[src/rtl/fetch_entry_queue_pkg.sv]
`default_nettype none
// ============================================================================
// Module      : fetch_entry_queue_pkg
// Description : Shared types for the fetch-entry queue: the fetch-entry
//               struct handed to decode, the realigner output bundle and
//               the compressed-halfword test.
// Revision    : 1.0 - initial release
// ============================================================================
package fetch_entry_queue_pkg;

    localparam int unsigned VLEN = 32;
    localparam int unsigned XLEN = 32;

    typedef enum logic [2:0] {
        NoCF   = 3'd0,
        Branch = 3'd1,
        Jump   = 3'd2,
        JumpR  = 3'd3,
        Return = 3'd4
    } cf_t;

    typedef struct packed {
        cf_t             cf;
        logic [VLEN-1:0] predict_address;
    } branchpredict_sbe_t;

    typedef struct packed {
        logic [XLEN-1:0] cause;
        logic [XLEN-1:0] tval;
        logic            valid;
    } exception_t;

    typedef struct packed {
        logic [VLEN-1:0]    address;
        logic [31:0]        instruction;
        branchpredict_sbe_t branch_predict;
        exception_t         ex;
    } fetch_entry_t;

    // Up to two realigned instructions per fetch word, compacted so that
    // slot 1 is only valid when slot 0 is. The exception fields belong to
    // slot 0; a faulting word never produces a second entry.
    typedef struct packed {
        logic [1:0]            valid;
        logic [1:0][VLEN-1:0]  addr;
        logic [1:0][31:0]      instr;
        logic                  ex_valid;
        logic [XLEN-1:0]       ex_cause;
        logic [VLEN-1:0]       ex_tval;
    } fetch_realign_out_t;

    // Takes the two low opcode bits of a halfword; 2'b11 marks a 32-bit
    // instruction, anything else is a compressed one.
    function automatic logic is_compressed(input logic [1:0] h);
        return h != 2'b11;
    endfunction

endpackage
`default_nettype wire

[src/rtl/fetch_entry_queue_realigner.sv]
`default_nettype none
// ============================================================================
// Module      : fetch_realigner
// Description : Splits each accepted 32-bit fetch word into 16/32-bit
//               instructions, stitching 32-bit instructions that straddle
//               two words. Holds the pending upper halfword and the
//               post-fault drop mode.
// Ports       : clk_i, rst_ni       - clock, async active-low reset
//               flush_i             - clears pending half and drop mode
//               accept_i            - a fetch word transfers this cycle
//               addr_i/data_i       - fetch word address and data
//               ex_valid_i/ex_cause_i - fetch fault on this word
//               realign_o           - up to two entries for this word
// Revision    : 1.0 - initial release
// ============================================================================
module fetch_realigner
    import fetch_entry_queue_pkg::*;
(
    input  logic                clk_i,
    input  logic                rst_ni,
    input  logic                flush_i,
    input  logic                accept_i,
    input  logic [VLEN-1:0]     addr_i,
    input  logic [31:0]         data_i,
    input  logic                ex_valid_i,
    input  logic [XLEN-1:0]     ex_cause_i,
    output fetch_realign_out_t  realign_o
);

    logic            pend_valid_q, pend_valid_d;
    logic [VLEN-1:0] pend_addr_q,  pend_addr_d;
    logic [15:0]     pend_half_q,  pend_half_d;
    logic            drop_q,       drop_d;

    logic            w_contig;
    logic            w_slot;
    logic [VLEN-1:0] w_lo_addr;
    logic [VLEN-1:0] w_hi_addr;

    assign w_lo_addr = {addr_i[VLEN-1:2], 2'b00};
    assign w_hi_addr = {addr_i[VLEN-1:2], 2'b10};
    // The pending half is always an upper halfword, so the word that
    // completes it is the next aligned word.
    assign w_contig  = pend_valid_q && !addr_i[1] &&
                       (addr_i == pend_addr_q + {{(VLEN-2){1'b0}}, 2'b10});

    always_comb begin
        realign_o    = '0;
        w_slot       = 1'b0;
        pend_valid_d = pend_valid_q;
        pend_addr_d  = pend_addr_q;
        pend_half_d  = pend_half_q;
        drop_d       = drop_q;

        if (flush_i) begin
            pend_valid_d = 1'b0;
            drop_d       = 1'b0;
        end else if (accept_i && !drop_q) begin
            // A discontiguous pending half is silently discarded here.
            pend_valid_d = 1'b0;
            if (ex_valid_i) begin
                realign_o.valid[0] = 1'b1;
                realign_o.addr[0]  = w_contig ? pend_addr_q : addr_i;
                realign_o.ex_valid = 1'b1;
                realign_o.ex_cause = ex_cause_i;
                realign_o.ex_tval  = addr_i;
                drop_d             = 1'b1;
            end else begin
                if (w_contig) begin
                    realign_o.valid[w_slot] = 1'b1;
                    realign_o.addr[w_slot]  = pend_addr_q;
                    realign_o.instr[w_slot] = {data_i[15:0], pend_half_q};
                    w_slot                  = 1'b1;
                end
                if (!w_contig && !addr_i[1]) begin
                    realign_o.valid[w_slot] = 1'b1;
                    realign_o.addr[w_slot]  = w_lo_addr;
                    realign_o.instr[w_slot] = is_compressed(data_i[1:0]) ?
                                              {16'h0000, data_i[15:0]} : data_i;
                    w_slot                  = 1'b1;
                end
                // Upper halfword starts an instruction unless the lower
                // halfword began a full 32-bit one.
                if (w_contig || addr_i[1] || is_compressed(data_i[1:0])) begin
                    if (is_compressed(data_i[17:16])) begin
                        realign_o.valid[w_slot] = 1'b1;
                        realign_o.addr[w_slot]  = w_hi_addr;
                        realign_o.instr[w_slot] = {16'h0000, data_i[31:16]};
                    end else begin
                        pend_valid_d = 1'b1;
                        pend_addr_d  = w_hi_addr;
                        pend_half_d  = data_i[31:16];
                    end
                end
            end
        end
    end

    always_ff @(posedge clk_i or negedge rst_ni) begin
        if (!rst_ni) begin
            pend_valid_q <= 1'b0;
            pend_addr_q  <= '0;
            pend_half_q  <= '0;
            drop_q       <= 1'b0;
        end else begin
            pend_valid_q <= pend_valid_d;
            pend_addr_q  <= pend_addr_d;
            pend_half_q  <= pend_half_d;
            drop_q       <= drop_d;
        end
    end

endmodule
`default_nettype wire

[src/rtl/fetch_entry_queue.sv]
`default_nettype none
// ============================================================================
// Module      : fetch_entry_queue
// Description : Producer side of the fetch-to-decode handshake. Realigns
//               32-bit fetch words into instructions and buffers them in a
//               circular FIFO whose head register drives decode directly.
// Ports       : clk_i, rst_ni        - clock, async active-low reset
//               flush_i              - clears all state
//               fetch_valid_i/fetch_ready_o - fetch word handshake
//               fetch_addr_i/fetch_data_i   - fetch word address/data
//               fetch_ex_valid_i/fetch_ex_cause_i - fetch fault
//               fetch_entry_o/fetch_entry_valid_o/fetch_entry_ready_i
//                                    - decode handshake
// Revision    : 1.0 - initial release
// ============================================================================
module fetch_entry_queue
    import fetch_entry_queue_pkg::*;
#(
    parameter int unsigned DEPTH = 4    // power of two, >= 2
) (
    input  logic             clk_i,
    input  logic             rst_ni,
    input  logic             flush_i,
    input  logic             fetch_valid_i,
    output logic             fetch_ready_o,
    input  logic [VLEN-1:0]  fetch_addr_i,
    input  logic [31:0]      fetch_data_i,
    input  logic             fetch_ex_valid_i,
    input  logic [XLEN-1:0]  fetch_ex_cause_i,
    output fetch_entry_t     fetch_entry_o,
    output logic             fetch_entry_valid_o,
    input  logic             fetch_entry_ready_i
);

    localparam int unsigned C_PTR_W = $clog2(DEPTH);
    localparam int unsigned C_CNT_W = C_PTR_W + 1;
    // A word can yield two entries, so accept only with two free slots.
    localparam logic [C_CNT_W-1:0] C_READY_MAX = C_CNT_W'(DEPTH - 2);

    fetch_entry_t         mem_q [DEPTH];
    logic [C_PTR_W-1:0]   rd_ptr_q, rd_ptr_d;
    logic [C_PTR_W-1:0]   wr_ptr_q, wr_ptr_d;
    logic [C_CNT_W-1:0]   count_q,  count_d;

    logic                 w_accept;
    logic                 w_pop;
    logic [C_CNT_W-1:0]   w_push_cnt;
    logic [C_PTR_W-1:0]   w_wr_ptr_nxt;
    fetch_realign_out_t   w_realign;
    fetch_entry_t         w_entry [2];

    assign fetch_ready_o       = (count_q <= C_READY_MAX) && !flush_i;
    assign fetch_entry_valid_o = (count_q != '0);
    assign fetch_entry_o       = mem_q[rd_ptr_q];

    assign w_accept = fetch_valid_i && fetch_ready_o;
    assign w_pop    = fetch_entry_valid_o && fetch_entry_ready_i;

    fetch_realigner u_realigner (
        .clk_i      (clk_i),
        .rst_ni     (rst_ni),
        .flush_i    (flush_i),
        .accept_i   (w_accept),
        .addr_i     (fetch_addr_i),
        .data_i     (fetch_data_i),
        .ex_valid_i (fetch_ex_valid_i),
        .ex_cause_i (fetch_ex_cause_i),
        .realign_o  (w_realign)
    );

    always_comb begin
        for (int s = 0; s < 2; s++) begin
            w_entry[s]                   = '0;
            w_entry[s].address           = w_realign.addr[s];
            w_entry[s].instruction       = w_realign.instr[s];
            w_entry[s].branch_predict.cf = NoCF;
        end
        w_entry[0].ex.valid = w_realign.ex_valid;
        w_entry[0].ex.cause = w_realign.ex_cause;
        w_entry[0].ex.tval  = w_realign.ex_tval;
    end

    assign w_push_cnt   = C_CNT_W'(w_realign.valid[0]) + C_CNT_W'(w_realign.valid[1]);
    assign w_wr_ptr_nxt = wr_ptr_q + C_PTR_W'(1);

    always_comb begin
        count_d  = count_q + w_push_cnt - C_CNT_W'(w_pop);
        wr_ptr_d = wr_ptr_q + w_push_cnt[C_PTR_W-1:0];
        rd_ptr_d = rd_ptr_q + C_PTR_W'(w_pop);
        if (flush_i) begin
            count_d  = '0;
            wr_ptr_d = '0;
            rd_ptr_d = '0;
        end
    end

    always_ff @(posedge clk_i or negedge rst_ni) begin
        if (!rst_ni) begin
            for (int i = 0; i < DEPTH; i++) begin
                mem_q[i] <= '0;
            end
            rd_ptr_q <= '0;
            wr_ptr_q <= '0;
            count_q  <= '0;
        end else begin
            if (!flush_i) begin
                if (w_realign.valid[0]) begin
                    mem_q[wr_ptr_q] <= w_entry[0];
                end
                if (w_realign.valid[1]) begin
                    mem_q[w_wr_ptr_nxt] <= w_entry[1];
                end
            end
            rd_ptr_q <= rd_ptr_d;
            wr_ptr_q <= wr_ptr_d;
            count_q  <= count_d;
        end
    end

endmodule
`default_nettype wire

[config.mk]
export PLATFORM = sky130hd
export DESIGN_NAME = fetch_entry_queue
export DESIGN_NICKNAME = d
export VERILOG_FILES = /design/src/rtl/fetch_entry_queue_pkg.sv /design/src/rtl/fetch_entry_queue_realigner.sv /design/src/rtl/fetch_entry_queue.sv
export SDC_FILE = /design/constraint.sdc
export NUM_CORES = 1
export LEC_CHECK = 0
export BUFFER_PORTS_ARGS = -buffer_cell sky130_fd_sc_hd__buf_2
export CAP_MARGIN = 20
export CORE_ASPECT_RATIO = 1.75
export CORE_MARGIN = 1
export CORE_UTILIZATION = 50
export DETAILED_ROUTE_END_ITERATION = 8
export GPL_TIMING_DRIVEN = 0
export PLACE_DENSITY = 0.68
export SYNTH_ARGS = -nofsm -noshare
export SYNTH_HDL_FRONTEND = slang
export SYNTH_HIERARCHICAL = 1
export SYNTH_SLANG_ARGS = --single-unit
[constraint.sdc]
create_clock -name clk_i -period 6.3 [get_ports clk_i]
set_input_delay 1.26 -clock clk_i [delete_from_list [all_inputs] [get_ports clk_i]]
set_output_delay 1.26 -clock clk_i [all_outputs]
set_load 0.02 [all_outputs]
# == Word-level counts from Yosys, hierarchy flattened ==
# Index checks and enable logic that the tools add are counted.
# word_totals
reg_bits,712
out_inout_bits,166
# op_classes
addsub,7
order_cmp,10
eq_ne,3
muxes,67
n_bitwise,8
reduce_logical,22
# op_table
operator,n
two-way mux 656 bit,3
bitwise mux 656 bit,2
two-way mux 130 bit,6
demux 164 bit (select 2 bit),2
two-way mux 164 bit,4
two-way mux 32 bit,14
two-way mux 195 bit,2
binary-select mux 164 bit (select 2 bit),1
bitwise mux 64 bit,4
two-way mux 65 bit,1
demux 32 bit (select 1 bit),2
two-way mux 64 bit,1
"adder 32 x 2 -> 32 bit, second input constant",1
== test 32 bit,1
two-way mux 1 bit,20
logical AND 1 bit,11
">= comparator 3 bit, second input constant",3
inverter 2 -> 3 bit,3
"< comparator 3 x 1 -> 1 bit, second input constant",2
AND reduction 5 bit,1
zero test 1 bit,4
"< comparator 1 x 2 -> 1 bit, second input constant",2
two-way mux 2 bit,2
"inequality test 2 bit, second input constant",2
other kinds (17),23

# == Logic depth before layout (Yosys ltp) ==
# Gate-level depths: netlist (run 1).
# depth
ltp_word,27
ltp_mapped,21

# == By module ==
# The synthesis (run 1) kept the hierarchy.
# by_module_without_submodules
module,instances,cells_each,area_each_um2
fetch_entry_queue,1,2828,30083.9
fetch_realigner,1,666,5255.0

# == Least setup slack after synthesis (run 1) ==
# Ideal clock, no wire load.
# synth_timing
path_kind,in2reg
start,input port flush_i
end,register count_q[2]
setup_time_ns,0.119
arrival_time_ns,4.960
required_time_ns,6.181
slack_ns,1.222
path_stages,20
n_path_buf,4
path_cell_list,buf_4 -> buf_4 -> a211oi_1 -> and2_1 -> nand2b_1 -> or3_1 -> nor2_1 -> o21ai_1 -> buf_2 -> buf_2 -> nor2_1 -> ha_1 -> inv_1 -> ha_1 -> inv_1 -> ha_1 -> inv_1 -> fa_1 -> xnor2_1 -> nor2_1
# synth_rtl
item,line_no,source
from (decl),fetch_entry_queue.sv:23,"input logic flush_i,"
to (signal assigned),fetch_entry_queue.sv:116,count_q <= count_d;
to (decl),fetch_entry_queue.sv:43,"logic [C_CNT_W-1:0] count_q, count_d;"

==> flow_summary.yaml, run 1 <==
run_status:
  status: "finished, final reports clean"
placement:
  placed_cell_area_mm2: 0.0381
  port_buffers: 267
  hpwlAfterDp_mm: 87.7
  pre_cts_ws_ns: -0.180
  gp_congestion: 0.963
floorplan:
  io_pins: 268
  rows: 128
  die_x_um: 203
  start_util: 0.506
  die_area_mm2: 0.0718
  core_mm2: 0.0698
  die_h_um: 354
clocking:
  clk_pin_slew_worst_paths_ns: 0.06
  cts_tree: "yes"
  cts_max_path_buffers: 3
  clkLatencyLatePin_ns: 0.64
  cts-resized-gates: 0
  cts_hold_buf: 0
  clockRootBuffer: "clkbuf_16"
  post_cts_buffers: 0
  cts.sink_count: 712
  cts_made_buffers: 69
  h-tree-depth: 3
yosys:
  post-synth-top-count-cell: "dfrtp_1"
  synth_commonest_cells: "dfrtp_1 (712), nand2_1 (648), a21oi_1 (298), nor2_1 (231), nor3_1 (202)"
  avgSynthCellArea_um2: 10.1
  synth_area_mm2: 0.0353
  synth_top_area_frac: 0.504
  ys_seq_area_frac: 0.504
  ys_async_sr_fraction: 1.00
  ys.flop_type: "dfrtp_1"
  yosysWarnings: 6
  synth_edf_count: 0
  syn_inst: 3494
  ys_ff_latch: 712
  synthTopCellsByArea: "dfrtp_1 (50%), mux4_2 (10%), nand2_1 (6.9%), a21oi_1 (4.2%), o22ai_1 (3.4%)"
  yosys.area.top_type: "dfrtp_1"
  ys_types: 63
global_route:
  grt_pass1_wl_mm: 186
  antenna_found_initial: 11
  grt_usage: 0.346
  grt_max_degree: 113
  grt_pass1_vias: 30439
  grt-ovfl-total: 0
layout:
  drive_gt1_frac: 0.206
  syn_to_final_growth_pct: 14.2
  stdcell_area_mm2: 0.0404
  nNetsFinal: 3965
worst_hold_path:
  hp-class: "reg2reg"
timing:
  fmax_mhz: 167
  finalHoldViolations: 0
  worst_slack_ns: 0.324
  tightest_slew_ns: 1.20
  setup_viol: 0
  min_period_over_period: 0.949
  slew_viol_final: 0
  slew_headroom: 0.199
  layout_min_cycle_time_ns: 5.98
  rsz0062_at_grt: "no"
  skew_ns: 0.0193
setup_path:
  arrival_ns: 6.49
  start_kind: "primary input"
  max_stage_delay_ns: 0.82
  worstSetupPathType: "in2reg"
  worstPathRequired_ns: 6.82
  cp-end-kind: "flop"
  slowest_stage: "nand4b_1"
  path_max_fanout: 10
  crit_chain: "buf_2, xor3_1, or4_1, o21ai_1, a32oi_1, nor4_1, nand4_1, nor3_2, o21ai_1, buf_2, buf_2, nor2_1, nand4b_1, clkbuf_1, buf_2, o22ai_1, nor2_1"
  path_common_cell: "buf_2"
detailed_routing:
  wirelength_mm: 123
  vias: 30127
  drc: 0
  antenna_left: 0
  wire_per_inst_um: 25.5
  drt_iter0_drc: 2930
  dr.pass1.iters: 7
  vias_per_cell: 6.25
job:
  maxCapViolCount: 0
pwr:
  p_per_area_mw_per_mm2: 313
  leakage_nw: 19.5
  ir_drop_uv: 268
[area by class of cell]
class                   instances  area (µm²)
flip-flops and latches        712       17800
multi-input cells            2445       15800
fillers                      6186       29500
clock buffers                  99        1970
plain buffers                 345        1720
well taps                     910        1140
diodes                          5        12.5
repair buffers                274        1540
inverters                       8        30.0
clock inverters                19         312
[kinds of logic (layout without fill, tap and decap cells)]
group / Yosys count / count (layout) / synth area share
AO/OA/AOI/OAI: 607 / 607 / 0.0993
XOR/XNOR: 45 / 45 / 0.0116
adder cells (fa/ha/maj): 8 / 8 / 0.00304
buffers and inverters: 353 / 745 / 0.0495
flip-flops: 712 / 712 / 0.504
multiplexers: 225 / 225 / 0.125
other: 1 / 22 / 0.000106
AND/OR/NAND/NOR: 1543 / 1543 / 0.207
[flip-flops by register name, summed over array words and instances (netlist names)]
register and flops:
u_realigner/pend_half_q 16, count_q 3, u_realigner/pend_addr_q 31, u_realigner/pend_valid_q 1
wr_ptr_q 2, u_realigner/drop_q 1, mem_q 656, rd_ptr_q 2
[power by group]
| group | internal (mW) | leakage [nW] | total, mW | switching (mW) |
|---|---|---|---|---|
| combinational | 1.27 | 8.63 | 3.07 | 1.80 |
| clock | 2.44 | 1.12 | 4.31 | 1.87 |
| sequential | 5.00 | 9.75 | 5.28 | 0.279 |
| total | 8.71 | 19.5 | 12.7 | 3.94 |
[final timing paths]
path / from / end / slack, ns / cells after the start
min: u_realigner/pend_half_q[0] / u_realigner/pend_half_q[0] / 0.47 / 1
min in group asynchronous: rst_ni / mem_q[407] / 0.52 / 1
max: fetch_addr_i[9] / mem_q[648] / 0.32 / 17
min reg2reg: u_realigner/pend_half_q[0] / u_realigner/pend_half_q[0] / 0.47 / 1
max reg2reg: u_realigner/pend_addr_q[5] / mem_q[648] / 0.66 / 17
max in group asynchronous: rst_ni / mem_q[476] / 3.68 / 5
[per-layer routing]
layer	track usage	routed length [µm]	vias up
li1	-	-	13106
met1	0.413	44000	15080
met2	0.566	59800	1496
met3	0.0684	9840	429
met4	0.234	9180	16
met5	0	102	-
[through the flow]
step | cells | hold WS (ns) | setup TNS [ns] | total power [mW] | utilization
floorplan | 3510 | 0.435 | 0 | 7.34 | -
global placement | 4687 | 0.455 | -8032.56 | 8.35 | 0.542
detailed placement | 4694 | 0.457 | -1.72 | 8.40 | 0.545
CTS | 4812 | 0.471 | 0 | 12.7 | 0.578
global route | 4812 | 0.504 | 0 | 13.1 | 0.578
finish | 4817 | 0.468 | 0 | 12.7 | 0.578
[worst max-delay path: cells and delay by family]
family / cells / cell delay (ns)
AND/OR/NAND/NOR: 7 / 2.81
buffers and inverters: 5 / 1.47
AO/OA/AOI/OAI: 4 / 0.53
XOR/XNOR: 1 / 0.38
[placed cells by master (no fill, tap or decap), drive strengths merged, types with 10 or more instances in the layout]
| master | count |
|---|---|
| dfrtp | 712 |
| nand2 | 648 |
| buf | 502 |
| a21oi | 298 |
| nor2 | 231 |
| clkbuf | 216 |
| nor3 | 204 |
| o22ai | 192 |
| mux4 | 164 |
| and3 | 158 |
| nand3 | 106 |
| and2 | 69 |
| a22oi | 64 |
| nor3b | 47 |
| mux2 | 45 |
| xnor2 | 25 |
| a31oi | 20 |
| xor2 | 19 |
| o21ai | 18 |
| conb | 17 |
| nand3b | 16 |
| mux2i | 16 |
| nand4 | 14 |
| inv | 13 |
| nor2b | 10 |
Note: power is estimated with default switching activity, not from simulation.
==> run 2: changes to the inputs <==
--- a/config.mk
+++ b/config.mk
@@ -12,6 +12,7 @@
 export CORE_UTILIZATION = 50
 export DETAILED_ROUTE_END_ITERATION = 8
 export GPL_TIMING_DRIVEN = 0
+export MAX_ROUTING_LAYER = met4
 export PLACE_DENSITY = 0.68
 export SYNTH_ARGS = -nofsm -noshare
 export SYNTH_HDL_FRONTEND = slang
==> flow_summary.yaml, run 2 (synthesized netlist as in run 1, its figures left out) <==
detailed_routing:
  drt_iter0_drc: 3093
  drc: 0
  vias_per_cell: 6.26
  wire_per_inst_um: 25.6
  vias: 30253
  antenna_left: 0
  dr.pass1.iters: 6
  wirelength_mm: 124
clocking:
  post_cts_buffers: 0
  clockRootBuffer: "clkbuf_16"
  cts_made_buffers: 70
  cts_tree: "yes"
  cts-resized-gates: 0
  clkLatencyLatePin_ns: 0.65
  cts_max_path_buffers: 3
  cts.sink_count: 712
  clk_pin_slew_worst_paths_ns: 0.06
  h-tree-depth: 3
  cts_hold_buf: 0
floorplan:
  io_pins: 268
  start_util: 0.506
  die_x_um: 203
  die_area_mm2: 0.0718
  die_h_um: 354
  core_mm2: 0.0698
  rows: 128
setup_path:
  start_kind: "primary input"
  slowest_stage: "nand4b_1"
  crit_chain: "buf_2, xor3_1, or4_1, o21ai_1, a32oi_1, nor4_1, nand4_1, nor3_2, o21ai_1, buf_2, buf_2, nor2_1, nand4b_1, clkbuf_1, buf_2, o22ai_1, nor2_1"
  arrival_ns: 6.56
  critical_path.top_delay_family: "simple AND/OR/NAND/NOR gates"
  max_stage_delay_ns: 0.83
  path_max_fanout: 10
  worstSetupPathType: "in2reg"
  worstPathRequired_ns: 6.81
  path_common_cell: "buf_2"
  cp-end-kind: "flop"
  critPathBufInv: 5
timing:
  rsz0062_at_grt: "no"
  tightest_slew_ns: 1.19
  slew_headroom: 0.205
  min_period_over_period: 0.961
  finalHoldViolations: 0
  skew_ns: 0.0329
  fin_tns_setup_ns: 0
  slew_viol_final: 0
  layout_min_cycle_time_ns: 6.05
  setup_viol: 0
  fmax_mhz: 165
  whs_ns: 0.472
layout:
  nNetsFinal: 3965
  largest_registers: "mem_q: 656 flops, u_realigner/pend_addr_q: 31 flops, u_realigner/pend_half_q: 16 flops"
  syn_to_final_growth_pct: 14.4
  layout_common_cells: "dfrtp_1 (712), nand2_1 (648), buf_2 (426), a21oi_1 (298), nor2_1 (231)"
  final_core_utilization: 0.579
  largest_reg_flops: 656
  drive_gt1_frac: 0.208
  layout_commonest_cell: "dfrtp_1"
  largest_register: "mem_q"
placement:
  port_buffers: 267
  gp_congestion: 0.979
  hpwlAfterDp_mm: 87.3
global_route:
  grt_pass1_vias: 30793
  antenna_found_initial: 13
  grt_max_degree: 121
  grt_pass1_wl_mm: 187
  grt-ovfl-total: 0
  grt_usage: 0.358
pwr:
  total_power_mw: 12.8
  ir_drop_uv: 231
  leakage_nw: 19.5
  p_per_area_mw_per_mm2: 316
run_status:
  status: "finished, final reports clean"
worst_hold_path:
  hp-class: "reg2reg"
job:
  maxCapViolCount: 0
run 2: final cells by class:
cell class                 instances  area [µm²]
antenna                           13        32.5
buffer                           345        1720
clock buffer                     105        2120
clock inverter                    20         248
fill                            6298       29400
inverter                           8        30.0
multi-input combinational       2445       15800
sequential                       712       17800
tap                              910        1140
timing repair buffer             273        1510
run 2: power by group:
part	switching (mW)	leakage (nW)	internal [mW]	total (mW)
Sequential	0.279	9.75	5.00	5.28
Combinational	1.82	8.62	1.27	3.09
Clock	1.92	1.15	2.47	4.40
Total	4.02	19.5	8.74	12.8
run 2: final timing paths:
kind | startpoint | end | slack (ns) | depth (start not counted)
min in group asynchronous | rst_ni | mem_q[77] | 0.54 | 1
min reg2reg | u_realigner/pend_half_q[1] | u_realigner/pend_half_q[1] | 0.47 | 1
min | u_realigner/pend_half_q[1] | u_realigner/pend_half_q[1] | 0.47 | 1
max | fetch_addr_i[9] | mem_q[648] | 0.25 | 17
max in group asynchronous | rst_ni | mem_q[538] | 3.77 | 4
max reg2reg | u_realigner/pend_addr_q[5] | mem_q[648] | 0.43 | 17
run 2: per-layer routing:
| metal | GRT usage | vias to the layer above | routed length (µm) | share of wire |
|---|---|---|---|---|
| met4 | 0.238 | 0 | 9290 | 0.075 |
| met2 | 0.570 | 1623 | 60500 | 0.49 |
| li1 | - | 13123 | - | - |
| met5 | - | - | 0 | 0 |
| met3 | 0.0652 | 432 | 10000 | 0.081 |
| met1 | 0.413 | 15075 | 44000 | 0.36 |
run 2: through the flow:
| stage | setup WS, ns | cell area (µm²) | instances |
|---|---|---|---|
| after global placement | -11.40 | 37900 | 4687 |
| after CTS | 0.577 | 40400 | 4818 |
| after floorplan | 1.22 | 35400 | 3510 |
| after global routing | 0.0181 | 40400 | 4831 |
| final | 0.249 | 40400 | 4831 |
| after detailed placement | -0.0801 | 38000 | 4693 |
run 2: worst register-to-register path, delay by kind of cell (launching register included):
family / cells / cell delay, ns
compound gates: 2 / 0.37
xor+xnor: 1 / 0.18
buf+inv: 5 / 1.42
flops: 1 / 0.33
simple gates: 9 / 3.44
